===== src/rtl/link_ctrl_8b10b_pkg.sv =====
// Shared types and helpers for the 8b10b link supervisor.
//   state_t : supervisor FSM states (HOLD / SEARCH / LOCKED)
//   CNT_W   : width of the status counters
//   sat_inc : increment that sticks at all-ones
package link_ctrl_pkg;

  typedef enum logic [1:0] {
    HOLD   = 2'd0,
    SEARCH = 2'd1,
    LOCKED = 2'd2
  } state_t;

  localparam int CNT_W = 8;

  function automatic logic [CNT_W-1:0] sat_inc(input logic [CNT_W-1:0] v);
    return (v == {CNT_W{1'b1}}) ? v : v + 1'b1;
  endfunction

endpackage


===== src/rtl/link_ctrl_8b10b_if.sv =====
// Byte stream from the link supervisor's FIFO to the protocol logic.
//   m_data  : head byte
//   m_valid : head byte present
//   m_ready : consumer takes the head when m_valid && m_ready
// master = producer (link_ctrl_8b10b), slave = consumer.
interface link_ctrl_8b10b_if;
  logic [7:0] m_data;
  logic       m_valid;
  logic       m_ready;

  modport master (output m_data, output m_valid, input m_ready);
  modport slave  (input m_data, input m_valid, output m_ready);
endinterface


===== src/rtl/link_ctrl_8b10b_byte_fifo.sv =====
// Synchronous FIFO, first-word-fall-through read.
//   clk, rst_n : clock, synchronous active-low reset (flushes the FIFO)
//   push       : write wr_data; accepted when not full, or when full and popping
//   pop        : discard head; caller only pops when !empty
//   rd_data    : head entry
//   full/empty : occupancy flags
module byte_fifo #(
  parameter int WIDTH = 8,
  parameter int DEPTH = 4
) (
  input  logic             clk,
  input  logic             rst_n,
  input  logic             push,
  input  logic [WIDTH-1:0] wr_data,
  input  logic             pop,
  output logic [WIDTH-1:0] rd_data,
  output logic             full,
  output logic             empty
);

  localparam int AW = $clog2(DEPTH);

  // Extra MSB on each pointer distinguishes full from empty when the
  // address bits match.
  logic [AW:0]      wr_ptr, rd_ptr;
  logic [WIDTH-1:0] mem [DEPTH];
  logic             wr_en, rd_en;

  assign full    = (wr_ptr[AW] != rd_ptr[AW]) && (wr_ptr[AW-1:0] == rd_ptr[AW-1:0]);
  assign empty   = (wr_ptr == rd_ptr);
  // On full, a same-cycle pop frees the head slot, which the write reuses.
  assign wr_en   = push && (!full || pop);
  assign rd_en   = pop && !empty;
  assign rd_data = mem[rd_ptr[AW-1:0]];

  always_ff @(posedge clk) begin
    if (!rst_n) begin
      wr_ptr <= '0;
      rd_ptr <= '0;
    end else begin
      if (wr_en) wr_ptr <= wr_ptr + 1'b1;
      if (rd_en) rd_ptr <= rd_ptr + 1'b1;
    end
  end

  // NOTE: storage is deliberately not reset; the pointers alone define
  // which entries are meaningful, and resetting the array costs muxes.
  always_ff @(posedge clk) begin
    if (wr_en) mem[wr_ptr[AW-1:0]] <= wr_data;
  end

endmodule


===== src/rtl/link_ctrl_8b10b.sv =====
// Supervisor for a serial 8b10b decoder.
// Holds the decoder in reset, waits for framing lock, re-resets it on a
// search timeout or a resync request, and buffers decoded bytes for a
// valid/ready consumer.
//   clk, rst_n   : clock, synchronous active-low reset
//   dec_rst_n    : registered active-low reset to the decoder
//   dec_valid    : decoder framing lock
//   dec_data     : decoder byte, new when dec_updated pulses
//   resync_req   : force a decoder reset and re-lock (ignored in HOLD)
//   clr_status   : clear loss_cnt, timeout_cnt, overflow
//   m_if         : byte stream out (m_data / m_valid / m_ready)
//   link_up      : registered, high while LOCKED
//   loss_cnt     : saturating count of LOCKED->SEARCH transitions
//   timeout_cnt  : saturating count of SEARCH timeouts
//   overflow     : sticky, a locked byte was dropped on a full FIFO
module link_ctrl_8b10b
  import link_ctrl_pkg::*;
#(
  parameter int RST_CYCLES     = 4,
  parameter int SEARCH_TIMEOUT = 200,
  parameter int FIFO_DEPTH     = 4
) (
  input  logic                clk,
  input  logic                rst_n,
  output logic                dec_rst_n,
  input  logic                dec_valid,
  input  logic [7:0]          dec_data,
  input  logic                dec_updated,
  input  logic                resync_req,
  input  logic                clr_status,
  link_ctrl_8b10b_if.master   m_if,
  output logic                link_up,
  output logic [CNT_W-1:0]    loss_cnt,
  output logic [CNT_W-1:0]    timeout_cnt,
  output logic                overflow
);

  localparam int TMR_MAX = (RST_CYCLES > SEARCH_TIMEOUT) ? RST_CYCLES : SEARCH_TIMEOUT;
  localparam int TMR_W   = $clog2(TMR_MAX);

  state_t             state, state_nxt;
  logic [TMR_W-1:0]   timer, timer_nxt;
  logic               loss_inc, timeout_inc;

  logic               push, pop, drop;
  logic               fifo_full, fifo_empty;
  logic [7:0]         fifo_head;
  logic [CNT_W-1:0]   loss_base, timeout_base;

  // NOTE: every output of this block gets a default first, so no path
  // leaves a signal unassigned and no latch is inferred.
  always_comb begin
    state_nxt   = state;
    timer_nxt   = timer;
    loss_inc    = 1'b0;
    timeout_inc = 1'b0;

    // A resync request outranks lock, loss and timeout in the same cycle.
    if (resync_req && state != HOLD) begin
      state_nxt = HOLD;
      timer_nxt = '0;
    end else begin
      unique case (state)
        HOLD: begin
          if (timer == TMR_W'(RST_CYCLES - 1)) begin
            state_nxt = SEARCH;
            timer_nxt = '0;
          end else begin
            timer_nxt = timer + 1'b1;
          end
        end
        SEARCH: begin
          if (dec_valid) begin
            state_nxt = LOCKED;
            timer_nxt = '0;
          end else if (timer == TMR_W'(SEARCH_TIMEOUT - 1)) begin
            state_nxt   = HOLD;
            timer_nxt   = '0;
            timeout_inc = 1'b1;
          end else begin
            timer_nxt = timer + 1'b1;
          end
        end
        LOCKED: begin
          // The decoder re-acquires on its own, so loss goes to SEARCH
          // without another reset pulse.
          if (!dec_valid) begin
            state_nxt = SEARCH;
            timer_nxt = '0;
            loss_inc  = 1'b1;
          end
        end
        default: begin
          state_nxt = HOLD;
          timer_nxt = '0;
        end
      endcase
    end
  end

  // Only bytes decoded under lock are kept; anything else is silently
  // discarded and does not count as overflow.
  assign push = dec_updated && (state == LOCKED) && dec_valid;
  assign pop  = m_if.m_valid && m_if.m_ready;
  assign drop = push && fifo_full && !pop;

  // Clear first, then apply the event, so a same-cycle event survives.
  assign loss_base    = clr_status ? '0 : loss_cnt;
  assign timeout_base = clr_status ? '0 : timeout_cnt;

  // NOTE: state is updated with non-blocking assignments so every register
  // samples pre-edge values, independent of statement order.
  always_ff @(posedge clk) begin
    if (!rst_n) begin
      state       <= HOLD;
      timer       <= '0;
      dec_rst_n   <= 1'b0;
      link_up     <= 1'b0;
      loss_cnt    <= '0;
      timeout_cnt <= '0;
      overflow    <= 1'b0;
    end else begin
      state       <= state_nxt;
      timer       <= timer_nxt;
      // Registered alongside the state so they never disagree with it.
      dec_rst_n   <= (state_nxt != HOLD);
      link_up     <= (state_nxt == LOCKED);
      loss_cnt    <= loss_inc    ? sat_inc(loss_base)    : loss_base;
      timeout_cnt <= timeout_inc ? sat_inc(timeout_base) : timeout_base;
      overflow    <= drop | (overflow & ~clr_status);
    end
  end

  byte_fifo #(
    .WIDTH (8),
    .DEPTH (FIFO_DEPTH)
  ) u_fifo (
    .clk     (clk),
    .rst_n   (rst_n),
    .push    (push),
    .wr_data (dec_data),
    .pop     (pop),
    .rd_data (fifo_head),
    .full    (fifo_full),
    .empty   (fifo_empty)
  );

  assign m_if.m_data  = fifo_head;
  assign m_if.m_valid = !fifo_empty;

endmodule


===== src/flat_wrapper.sv =====
// flat-port wrapper written by rule: the top's interface ports become plain ports
module link_ctrl_8b10b_flat import link_ctrl_pkg::*;
#(
  parameter int RST_CYCLES     = 4,
  parameter int SEARCH_TIMEOUT = 200,
  parameter int FIFO_DEPTH     = 4
)
  (clk, rst_n, dec_rst_n, dec_valid, dec_data, dec_updated, resync_req, clr_status, link_up, loss_cnt, timeout_cnt, overflow, m_if_m_data, m_if_m_valid, m_if_m_ready);
  link_ctrl_8b10b_if m_if_i ();
  input  logic clk;
  input  logic rst_n;
  output logic dec_rst_n;
  input  logic dec_valid;
  input  logic [7:0] dec_data;
  input  logic dec_updated;
  input  logic resync_req;
  input  logic clr_status;
  output logic link_up;
  output logic [CNT_W-1:0] loss_cnt;
  output logic [CNT_W-1:0] timeout_cnt;
  output logic overflow;
  output wire logic [$bits(m_if_i.m_data)-1:0] m_if_m_data;
  output wire logic [$bits(m_if_i.m_valid)-1:0] m_if_m_valid;
  input wire logic [$bits(m_if_i.m_ready)-1:0] m_if_m_ready;
  assign m_if_m_data = m_if_i.m_data;
  assign m_if_m_valid = m_if_i.m_valid;
  assign m_if_i.m_ready = m_if_m_ready;
  link_ctrl_8b10b #(.RST_CYCLES(RST_CYCLES), .SEARCH_TIMEOUT(SEARCH_TIMEOUT), .FIFO_DEPTH(FIFO_DEPTH)) u_core (.clk(clk), .rst_n(rst_n), .dec_rst_n(dec_rst_n), .dec_valid(dec_valid), .dec_data(dec_data), .dec_updated(dec_updated), .resync_req(resync_req), .clr_status(clr_status), .m_if(m_if_i), .link_up(link_up), .loss_cnt(loss_cnt), .timeout_cnt(timeout_cnt), .overflow(overflow));
endmodule

===== config.mk =====
export PLATFORM = sky130hd
export DESIGN_NAME = link_ctrl_8b10b_flat
export DESIGN_NICKNAME = d
export VERILOG_FILES = /design/src/rtl/link_ctrl_8b10b_pkg.sv /design/src/rtl/link_ctrl_8b10b_if.sv /design/src/rtl/link_ctrl_8b10b_byte_fifo.sv /design/src/rtl/link_ctrl_8b10b.sv /design/src/flat_wrapper.sv
export SDC_FILE = /design/constraint.sdc
export NUM_CORES = 1
export LEC_CHECK = 0
export ABC_AREA = 0
export CAP_MARGIN = 20
export CORE_MARGIN = 3
export CORE_UTILIZATION = 45
export DETAILED_ROUTE_END_ITERATION = 6
export GPL_TIMING_DRIVEN = 1
export PLACE_DENSITY = 0.67
export REMOVE_ABC_BUFFERS = 1
export SLEW_MARGIN = 30
export SYNTH_ARGS = -nofsm -noshare
export SYNTH_HDL_FRONTEND = slang
export SYNTH_SLANG_ARGS = --single-unit

===== constraint.sdc =====
create_clock -name clk -period 5.3 [get_ports clk]
set_input_delay 0.795 -clock clk [delete_from_list [all_inputs] [get_ports clk]]
set_output_delay 0.795 -clock clk [all_outputs]
set_load 0.05 [all_outputs]

**After elaboration in Yosys (flattened, before gate mapping)**

Memory sizes are Yosys's and may differ from the RTL's. A register that Yosys moved wholly into a read port is not among the register bits.
Cells that the tools add are included.
W data, S select, Z words.

- Input bits: 15
- Output and inout bits: 28
- RAM bits: 32
- Bits in registers: 35
- Logic and storage cells: 75
- Memories: 1

- Equality and inequality tests: 11
- Add/sub/neg operators: 5
- Bitwise logic cells: 4
- Mux-type cells: 28
- Reductions and logical operators: 17

Memory list:

| name | words | width | read ports | clocked after Yosys merged registers in | wr ports | RTL line | text |
|---|---|---|---|---|---|---|---|
| u_core.u_fifo.mem | 4 | 8 | 1 | 1 | 1 | link_ctrl_8b10b_byte_fifo.sv:26 | `logic [WIDTH-1:0] mem [DEPTH];` |

Operators with widths:

| cell | count |
|---|---|
| $mux W8 | 10 |
| $add A8 B1 Y8 const B | 3 |
| $eq A8 B8 Y1 const B | 3 |
| $pmux W8 S3 | 1 |
| $mux W2 | 7 |
| $logic_and A1 B1 Y1 | 9 |
| $mux W1 | 9 |
| $eq A8 B2 Y1 const B | 1 |
| $add A3 B1 Y3 const B | 2 |
| $pmux W2 S3 | 1 |
| $eq A2 B2 Y1 const B | 2 |
| $reduce_bool A2 Y1 | 2 |
| $eq A3 B3 Y1 | 1 |
| $logic_not A1 Y1 | 3 |
| $eq A2 B1 Y1 const B | 1 |
| $eq A2 B2 Y1 | 1 |
| $logic_not A2 Y1 | 1 |
| $ne A2 B2 Y1 const B | 1 |
| $not A1 Y1 | 2 |
| $reduce_or A2 Y1 | 1 |
| $and A1 B1 Y1 | 1 |
| $logic_or A1 B1 Y1 | 1 |
| $ne A1 B1 Y1 | 1 |
| $or A1 B1 Y1 | 1 |

**Depth between registers and ports, before layout**

Gate-level depths: netlist of the first run.

- Depth in word-level cells: 7
- Depth in mapped cells: 7
- Depth with buffers taken out: 6

**By module**

From an unflattened synthesis of the first run, not the netlist that was laid out.

- Cell total of the unflattened synthesis: 303
- Area total of the unflattened synthesis: 3388.2 um^2

By module, submodules not included:

| module | times used | area each (um^2) | cells each | seq. area each (um^2) |
|---|---|---|---|---|
| link_ctrl_8b10b | 1 | 1716.6 | 207 | 580.6 |
| byte_fifo | 1 | 1671.6 | 96 | 1121.1 |

**Worst setup path after synthesis of the first run**

OpenSTA, ideal clock, no wires.

- Path kind: input to register
- Start point: in clr_status
- End point: reg u_core.timeout_cnt[3]
- Setup time: 0.070 ns
- Arrival time: 2.241 ns
- Cell stages on the path: 7
- Buffers on the path: 2
- Data required time: 5.230 ns
- Slack: 2.989 ns
- Path through: clkbuf_1 nor2b_1 ha_1 and4_1 clkbuf_1 or4_1 a21oi_1

- Cells in the longest elaborated chain, start to end: 4
- Elaborated cells on any way between the ends: 5
- Those cells by class: add/sub: 1; eq/ne: 1; mux: 3

Ends and longest elaborated chain:

| what | RTL line | text |
|---|---|---|
| start: declaration | flat_wrapper.sv:17 | `input logic clr_status;` |
| $mux W8 (*) | link_ctrl_8b10b.sv:109 | `assign timeout_base = clr_status ? '0 : timeout_cnt;` |
| $add A8 B1 Y8 / $eq A8 B8 Y1 (equally long branches) | link_ctrl_8b10b_pkg.sv:16 | `return (v == {CNT_W{1'b1}}) ? v : v + 1'b1;` |
| $mux W8 | link_ctrl_8b10b_pkg.sv:16 |  |
| $mux W8 (*) | link_ctrl_8b10b.sv:129 | `timeout_cnt <= timeout_inc ? sat_inc(timeout_base) : timeout_base;` |
| end signal: assignment | link_ctrl_8b10b.sv:129 |  |
| end: declaration | link_ctrl_8b10b.sv:34 | `output logic [CNT_W-1:0] timeout_cnt,` |

Every way passes the cells marked *; elsewhere a longest branch is shown, timed or not.
A chain may end at the register's enable or synchronous reset.

==> metrics, run 1 <==
Area contributors post-synth=edfxtp_1 30%, dfxtp_1 23%, mux4_2 5.6%; core box area=6869 um^2; Register-to-Register Path Depth=5; Max Freq=0.3232 GHz; die area=around 8200 um^2; Mapped Area=~3200 um^2; pwr/cell area=280.9 nW/um^2; critical path arrival=about 2.3 ns; vias in the first global route=around 2100; Die Ht=90.70 um; crit-path cells=mux4_2 > clkdlybuf4s50_1; worst slew pin tran=about 0.7 ns; Buffers & Inverters on Critical Path=1; CP Launch Type=register; clk_skew=0.007059 ns; crit end category=output pin; critical path's largest stage delay=roughly 0.72 ns; detailed-route vias per instance=5.467; Fill cells=a little under 600; Synth Area per Inst=11.13 um^2; Synth Register Bits=slightly below 70; pin count of the biggest net entering global routing=21; hpwl dp=4.444 mm; Layout area overhead=20.47%; multiplexer area fraction after synthesis=0.07791; share of layout cells above drive strength 1=0.07576; Rel. slew slack=0.5206; Hold Path Depth=2; port bufs=42; most area-hungry cell type in the Yosys netlist=edfxtp_1; Post-synth EDFFs=32; DRC Markers=0; # diodes=0; Final #Nets=between 300 and 400; pre-CTS WS=between 2 and 2.5 ns; CTS buffer count=9; Synth top area share=0.2977; gr ovfl total=0; DRT antenna net count=0; final worst path period need=3.094 ns; CP Class=register to output pin; Final TNS setup=0 ns; VDD IR max=roughly 120 uV; number of cells on the critical path=2; 1st-iter DRT viols=66; RSZ-0062 raised after global routing=no; commonest non-fill, non-tap cell in the layout=clkdlybuf4s50_1; DR pass1 iterations=4; wire length per cell=between 15 and 20 um; deepest clock path buffer count=2; ys async rst share=0; clock net sink count=slightly below 70; slowest CP cell=clkdlybuf4s50_1; Final WS setup=2.206 ns; routed via count=roughly 2300; fin crit share=0.5839; initial antenna violation count=0; crit-path max FO=8; Post-Synth Adder-Cell Area=0.03101; status=finished, final reports clean; H-tree lvl count=3; Resized Gates After CTS=0; Total GRT Usage=0.1623; Final Max Tran Viols=0; largest family of logic cells by synthesized area=simple AND/OR/NAND/NOR gates; Netlist cell types=53; CTS tree=built; most frequent cells in the layout=42 x clkdlybuf4s50_1, 37 x dfxtp_1, 32 x edfxtp_1; root buffer cell=clkbuf_8; sequential area share after synthesis=0.5271; I/O pin total=43; RePlAce Congestion=0.8074; max cap viols=0; Synth Area in Compound Gates=0.1062; Clock Latency Late Sink=0.33 ns; starting density of the core=0.4699; first-pass GRT wire length=between 10 and 15 mm; Post-Synth Simple-Gate Area=0.1996; chip width=90.70 um; Ys Warns=0; Synth Flop Type=dfxtp_1; cell count after synthesis=just under 300; Leakage=approximately 1.3 nW; setup repair bufs after CTS=0; clk slew on worst S/H paths=approximately 0.07 ns; hold crit path type=register to register; endpoints failing hold=0; Critical Path RT=around 4.5 ns; final setup fails=0; row cnt=30; DRT Wirelength=6.434 mm; Synth Area in XOR/XNOR=0.02442; CP delay by family, top=buffers and inverters; CTS Hold Buffers Added=0
registers in the layout, indices dropped and copies added, names as in the netlist, named ones only:
signal	cells
u_core.dec_rst_n	1
u_core.link_up	1
u_core.loss_cnt	8
u_core.overflow	1
u_core.state	2
u_core.timeout_cnt	8
u_core.timer	8
u_core.u_fifo.mem	32
u_core.u_fifo.rd_ptr	3
u_core.u_fifo.wr_ptr	3
stage by stage:
| stage | total power, W | hold slack, ns | instances | util | cell area, um^2 |
|---|---|---|---|---|---|
| 6_report | 0.001092 | 0.4817 | 426 | 0.5661 | 3889 |
| 3_3_place_gp | 0.0006587 | 0.4701 | 411 | 0.5366 | 3686 |
| 5_1_grt | 0.001139 | 0.5025 | 426 | 0.5661 | 3889 |
| 3_5_place_dp | 0.0006597 | 0.4799 | 411 | 0.5366 | 3686 |
| 2_1_floorplan | 0.0006285 | 0.4572 | 273 | - | 3146 |
| 4_1_cts | 0.001105 | 0.4900 | 426 | 0.5661 | 3889 |
metal layers:
layer / GRT usage / wire [um]
met4: 0.05740 / 53
met3: 0.04167 / 221
met2: 0.2489 / 3017
met5: 0 / 0
met1: 0.2226 / 3142
tightest hold or removal path, cell delays in order, from the launching register on:
cell and delay [ns]:
dfxtp_1 0.33, nand2_1 0.06, a21oi_1 0.05
path summary, 6_finish.rpt:
path	to	start	slack, ns
hold / removal	u_core.timer[0]	u_core.timer[0]	0.48
setup / recovery	m_if_m_data[4]	register	2.21
setup reg to reg	u_core.timeout_cnt[6]	u_core.timer[0]	3.31
hold reg to reg	u_core.timer[0]	u_core.timer[0]	0.48
cell families (layout without fill, tap and decap cells):
group / after synthesis / in the layout
AOI/OAI and AO/OA: 52 / 52
xor gates and xnor gates: 9 / 9
adders and majority gates: 8 / 8
buffers and inverters: 24 / 64
DFF: 69 / 69
muxes: 15 / 15
and+or+nand+nor: 113 / 113
cell type report:
type                    instances  area, um^2  area share
clock inverters                 6       78.83     0.02027
flip-flops and latches         69        1702      0.4376
clock buffers                   9       123.9     0.03185
inverters                       7       26.28    0.006757
multi-input cells             197        1418      0.3645
well taps                      96       120.1     0.03089
repair buffers                 42       420.4      0.1081
cell usage after synthesis (5+ instances only):
library cell   n
nand4_1        5
a21oi_1       13
dfxtp_1       37
nor2_1        23
nand2_1       19
o21ai_0       11
nor3_1         7
nor2b_1        8
inv_1          7
xor2_1         7
mux2i_1        6
ha_1           8
nand3_1       15
edfxtp_1      32
mux4_2         8
clkbuf_1       9
or3_1          6
where the power goes:
group | leakage [nW] | internal [W] | switching [W]
registers | 0.586 | 0.000565 | 0.00000969
clock network | 0.0978 | 0.000258 | 0.000187
logic | 0.635 | 0.0000320 | 0.0000419
total | 1.32 | 0.000854 | 0.000238
No activity file was read; power rests on OpenSTA's default activity.
==> run 2: changes to the inputs <==
Clock period 5.3 ns to 3.1 ns, I/O delays scaled along.
==> run 2 against run 1 <==
Setup slack got worse by 1.9 ns. Wire length fell by 0.79%. Die area did not move. Final cell count rose by 0.47%. Combinational power rose by 73%. Sequential cell count did not move. Largest cell class unchanged.
==> metrics, run 2 (synthesized netlist as in run 1, its figures left out) <==
Hold Path Depth=2 (unchanged); Max Freq=approximately 0.36 GHz; RSZ-0062 raised after global routing=no (unchanged); CTS tree=built (unchanged); Critical Path RT=2.63 ns (was 4.51 ns); hold crit path type=register to register (unchanged); pwr/cell area=459.5 nW/um^2 (was 280.9 nW/um^2); row cnt=30 (unchanged); routed via count=2308 (was 2329); Die Ht=90.70 um (unchanged); clk_skew=0.006638 ns (was 0.007059 ns); detailed-route vias per instance=5.393 (was 5.467); I/O pin total=43 (unchanged); slowest CP cell=clkdlybuf4s50_1 (unchanged); placed inst area=3694 um^2 (was 3686 um^2); fin crit share=0.8930; max FFs per register=32 (unchanged); critical path's largest stage delay=0.73 ns (was 0.72 ns); commonest non-fill, non-tap cell in the layout=clkdlybuf4s50_1 (unchanged); deepest clock path buffer count=2 (unchanged); gr ovfl total=0 (unchanged); final total power=0.001780 W (was 0.001092 W); pin count of the biggest net entering global routing=21 (unchanged); Final TNS setup=0 ns (unchanged); die area=8226 um^2 (unchanged); Register-to-Register Path Depth=5 (unchanged); starting density of the core=0.4699 (unchanged); Final Max Tran Viols=0 (unchanged); critical path arrival=2.30 ns (about the same); Resized Gates After CTS=0 (unchanged); DRT antenna net count=0 (unchanged); CTS Hold Buffers Added=0 (unchanged); DRC Markers=0 (unchanged); CP Class=register to output pin (unchanged); core box area=6869 um^2 (unchanged); Total GRT Usage=0.1653 (was 0.1623); wire length per cell=14.91 um (was 15.10 um); met1 WL=3.060 mm (was 3.142 mm); clock net sink count=69 (unchanged); worst slew pin tran=0.7263 ns (was 0.7191 ns); final setup fails=0 (unchanged); # diodes=0 (unchanged); Leakage=1.315 nW (was 1.319 nW); endpoints failing hold=0 (unchanged); share of layout cells above drive strength 1=0.09036 (was 0.07576); DRT Wirelength=6.383 mm (was 6.434 mm); Fill cells=595 (was 597); Layout area overhead=20.04% (was 20.47%); RePlAce Congestion=0.8135 (was 0.8074); CTS buffer count=9 (unchanged); DR pass1 iterations=4 (unchanged); final worst path period need=approximately 2.8 ns; H-tree lvl count=3 (unchanged); crit-path cells=mux4_2 > clkdlybuf4s50_1 (unchanged); pre-CTS WS=0.4090 ns (was 2.260 ns); status=finished, final reports clean (unchanged); highest metal used=met4 (unchanged); max cap viols=0 (unchanged); VDD IR max=315.8 uV (was 119.3 uV); chip width=90.70 um (unchanged); root buffer cell=clkbuf_8 (unchanged); Clock Latency Late Sink=0.34 ns (was 0.33 ns); setup repair bufs after CTS=0 (unchanged); crit-path max FO=8 (unchanged); crit end category=output pin (unchanged); 1st-iter DRT viols=144 (was 66); most frequent cells in the layout=42 x clkdlybuf4s50_1, 37 x dfxtp_1, 32 x edfxtp_1 (unchanged); clk slew on worst S/H paths=0.08 ns (was 0.07 ns); WL met3=263 um (was 221 um); hpwl dp=4.471 mm (was 4.444 mm); routed wl met2=2.992 mm (was 3.017 mm); Final #Nets=350 (was 349); vias in the first global route=2233 (was 2134); Rel. slew slack=0.5158 (was 0.5206); initial antenna violation count=0 (unchanged); post-route cell area=3875 um^2 (was 3889 um^2); CP Launch Type=register (unchanged); port bufs=42 (unchanged); first-pass GRT wire length=10.94 mm (was 10.72 mm); Final WS setup=0.3315 ns (was 2.206 ns)
-- run 2: changes by cell type in the layout (fill, tap and decap cells not counted) --
cell	before	now
clkinvlp_4	1	2
inv_6	0	3
clkinv_2	0	1
buf_4	0	1
inv_8	0	1
bufinv_16	2	0
clkinv_1	3	0
-- run 2: report_power, final --
group | switching [W] | total, W | internal (W)
Clock | 0.000368 | 0.000671 | 0.000303
Sequential | 0.0000165 | 0.000981 | 0.000965
Combinational | 0.0000725 | 0.000128 | 0.0000556
-- run 2: final timing paths --
kind                                      start                    end  slack, ns
worst max-delay path                   register         m_if_m_data[7]       0.33
worst min-delay path            u_core.timer[0]        u_core.timer[0]       0.49
worst max register to register  u_core.timer[0]  u_core.timeout_cnt[6]       1.08
worst min register to register  u_core.timer[0]        u_core.timer[0]       0.49
-- run 2: metrics by stage --
stage / util / hold slack, ns / std cells
6_report: 0.5641 / 0.4920 / 428
5_1_grt: 0.5641 / 0.5210 / 428
4_1_cts: 0.5641 / 0.4945 / 428
3_5_place_dp: 0.5377 / 0.4822 / 412
3_3_place_gp: 0.5377 / 0.4701 / 412
2_1_floorplan: - / 0.4572 / 273
-- run 2: final cells by class --
cell class	instances	area [um^2]	area share
Multi-Input combinational cell	197	1418	0.3658
Clock buffer	9	123.9	0.03197
Inverter	7	26.28	0.006781
Timing Repair Buffer	43	427.9	0.1104
Clock inverter	7	57.56	0.01485
Sequential cell	69	1702	0.4391
Tap cell	96	120.1	0.03100
-- run 2: metal layers --
metal,global-route usage,vias up
met5,0,-
met4,0.05485,0
met3,0.04417,6
met2,0.2656,51
met1,0.2167,1089
li1,-,1162
-- run 2: worst max-delay path: cells and delay by family, from the launching register on --
family	cells	cell delay [ns]
muxes	1	0.57
buffers and inverters	1	0.73
DFF	1	0.66
==> run 3: changes to the inputs <==
Settings changed: RECOVER_POWER set to 25.
==> run 3 against run 2 <==
Sequential share of layout area is the same. Wire length hardly changed. Fmax about the same. Register-to-register slack about the same. Total power decreased by 0.10%. Count of clock-buffer cells in the layout unchanged. Critical path type unchanged. Largest power group unchanged. Highest routed layer unchanged.
==> metrics, run 3 (synthesized netlist as in run 1, its figures left out) <==
r2r endpoint=u_core.timeout_cnt[6] (unchanged); row cnt=30 (unchanged); # diodes=0 (unchanged); hpwl dp=4.471 mm (unchanged); post-route cell area=3875 um^2 (unchanged); Clock Latency Late Sink=0.34 ns (about the same); crit-path max FO=8 (unchanged); die area=8226 um^2 (unchanged); Leakage=1.317 nW (was 1.315 nW); Rel. slew slack=0.5158 (unchanged); Hold Path Depth=2 (unchanged); critical path's largest stage delay=0.73 ns (about the same); critical path arrival=2.30 ns (about the same); Register-to-Register Path Depth=5 (unchanged); CTS tree=built (unchanged); root buffer cell=clkbuf_8 (unchanged); H-tree lvl count=3 (unchanged); max FFs per register=32 (unchanged); clock net sink count=69 (unchanged); endpoints failing hold=0 (unchanged); CP Class=register to output pin (unchanged); clk slew on worst S/H paths=0.08 ns (about the same); final worst path period need=2.768 ns (about the same); CTS Hold Buffers Added=0 (unchanged); CTS buffer count=9 (unchanged); crit end category=output pin (unchanged); hold_sp=u_core.timer[0] (unchanged); R2R Setup Slk=1.08 ns (about the same); 1st-iter DRT viols=144 (unchanged); starting density of the core=0.4699 (unchanged); commonest non-fill, non-tap cell in the layout=dfxtp_1 (was clkdlybuf4s50_1); Total GRT Usage=0.1653 (unchanged); Critical Path RT=2.63 ns (about the same); status=finished, final reports clean (unchanged); most frequent cells in the layout=37 x dfxtp_1, 34 x clkdlybuf4s50_1, 32 x edfxtp_1 (was 42 x clkdlybuf4s50_1, 37 x dfxtp_1, 32 x edfxtp_1); port bufs=42 (unchanged); worst slew pin tran=0.7263 ns (about the same); I/O pin total=43 (unchanged); Max Freq=0.3612 GHz (about the same); RSZ-0062 raised after global routing=no (unchanged); VDD IR max=315.7 uV (was 315.8 uV); max cap viols=0 (unchanged); DRT Wirelength=6.379 mm (was 6.383 mm); fin crit share=0.8930 (about the same); DRT antenna net count=0 (unchanged); wire length per cell=14.90 um (was 14.91 um); final setup fails=0 (unchanged); Resized Gates After CTS=0 (unchanged); initial antenna violation count=0 (unchanged); hold endpoint=u_core.timer[0] (unchanged); chip width=90.70 um (unchanged); placed inst area=3694 um^2 (unchanged); DR pass1 iterations=4 (unchanged); slowest CP cell=clkdlybuf4s50_1 (unchanged); share of layout cells above drive strength 1=0.09036 (unchanged); Final TNS setup=0 ns (unchanged); core box area=6869 um^2 (unchanged); Final #Nets=350 (unchanged); Layout area overhead=20.04% (unchanged); Fill cells=595 (unchanged); detailed-route vias per instance=5.390 (was 5.393); Final Max Tran Viols=0 (unchanged); first-pass GRT wire length=10.94 mm (unchanged); setup repair bufs after CTS=0 (unchanged); DRC Markers=0 (unchanged); r2r startpoint=u_core.timer[0] (unchanged); vias in the first global route=2233 (unchanged); hold crit path type=register to register (unchanged); gr ovfl total=0 (unchanged); clk_skew=0.006699 ns (was 0.006638 ns); pwr/cell area=459.0 nW/um^2 (was 459.5 nW/um^2); RePlAce Congestion=0.8135 (unchanged); routed via count=2307 (was 2308); Post-Route Utilization=0.5641 (unchanged); crit-path cells=mux4_2 > clkdlybuf4s50_1 (unchanged); Die Ht=90.70 um (unchanged); deepest clock path buffer count=2 (unchanged); CP Launch Type=register (unchanged); pin count of the biggest net entering global routing=21 (unchanged)
==> run 3: stage by stage <==
step | hold slack, ns | total power (W) | setup slack (ns) | instances
final | 0.4920 | 0.001779 | 0.3316 | 428
after global routing | 0.5210 | 0.001858 | 0.1744 | 428
after CTS | 0.4945 | 0.001804 | 0.2611 | 428
after detailed placement | 0.4822 | 0.001130 | 0.4090 | 412
after global placement | 0.4701 | 0.001128 | 0.4995 | 412
after floorplan | 0.4572 | 0.001075 | 1.064 | 273
==> run 3: worst max path at each step <==
stage | to | slack [ns]
after floorplan | u_core.loss_cnt[2] | 1.06
after global placement | u_core.loss_cnt[2] | 0.50
after detailed placement | u_core.loss_cnt[2] | 0.41
after CTS | m_if_m_data[7] | 0.26
after global routing | m_if_m_data[7] | 0.17
final | m_if_m_data[7] | 0.33
==> run 3: report_power, final <==
| group | total (W) | internal (W) | switching (W) |
|---|---|---|---|
| combinational | 0.000126 | 0.0000536 | 0.0000726 |
| clock | 0.000671 | 0.000303 | 0.000369 |
| sequential | 0.000981 | 0.000965 | 0.0000165 |
| total | 0.00178 | 0.00132 | 0.000458 |
==> run 3: cell type report <==
cell class              count  area, um^2  area share
clock buffers               9       123.9     0.03197
multi-input cells         197        1418      0.3658
well taps                  96       120.1     0.03100
clock inverters             7       57.56     0.01485
inverters                   7       26.28    0.006781
flip-flops and latches     69        1702      0.4391
repair buffers             43       427.9      0.1104
==> run 3: layer usage <==
| metal | up-vias | track usage | routed length, um |
|---|---|---|---|
| li1 | 1162 | - | - |
| met1 | 1088 | 0.2167 | 3057 |
| met2 | 51 | 0.2656 | 2993 |
| met3 | 6 | 0.04417 | 261 |
| met4 | 0 | 0.05485 | 67 |
| met5 | - | 0 | 0 |
==> run 3: worst max-delay path: cells and delay by family (launching register included) <==
family | cells | cell delay (ns)
buffers and inverters | 1 | 0.73
DFF | 1 | 0.66
muxes | 1 | 0.57
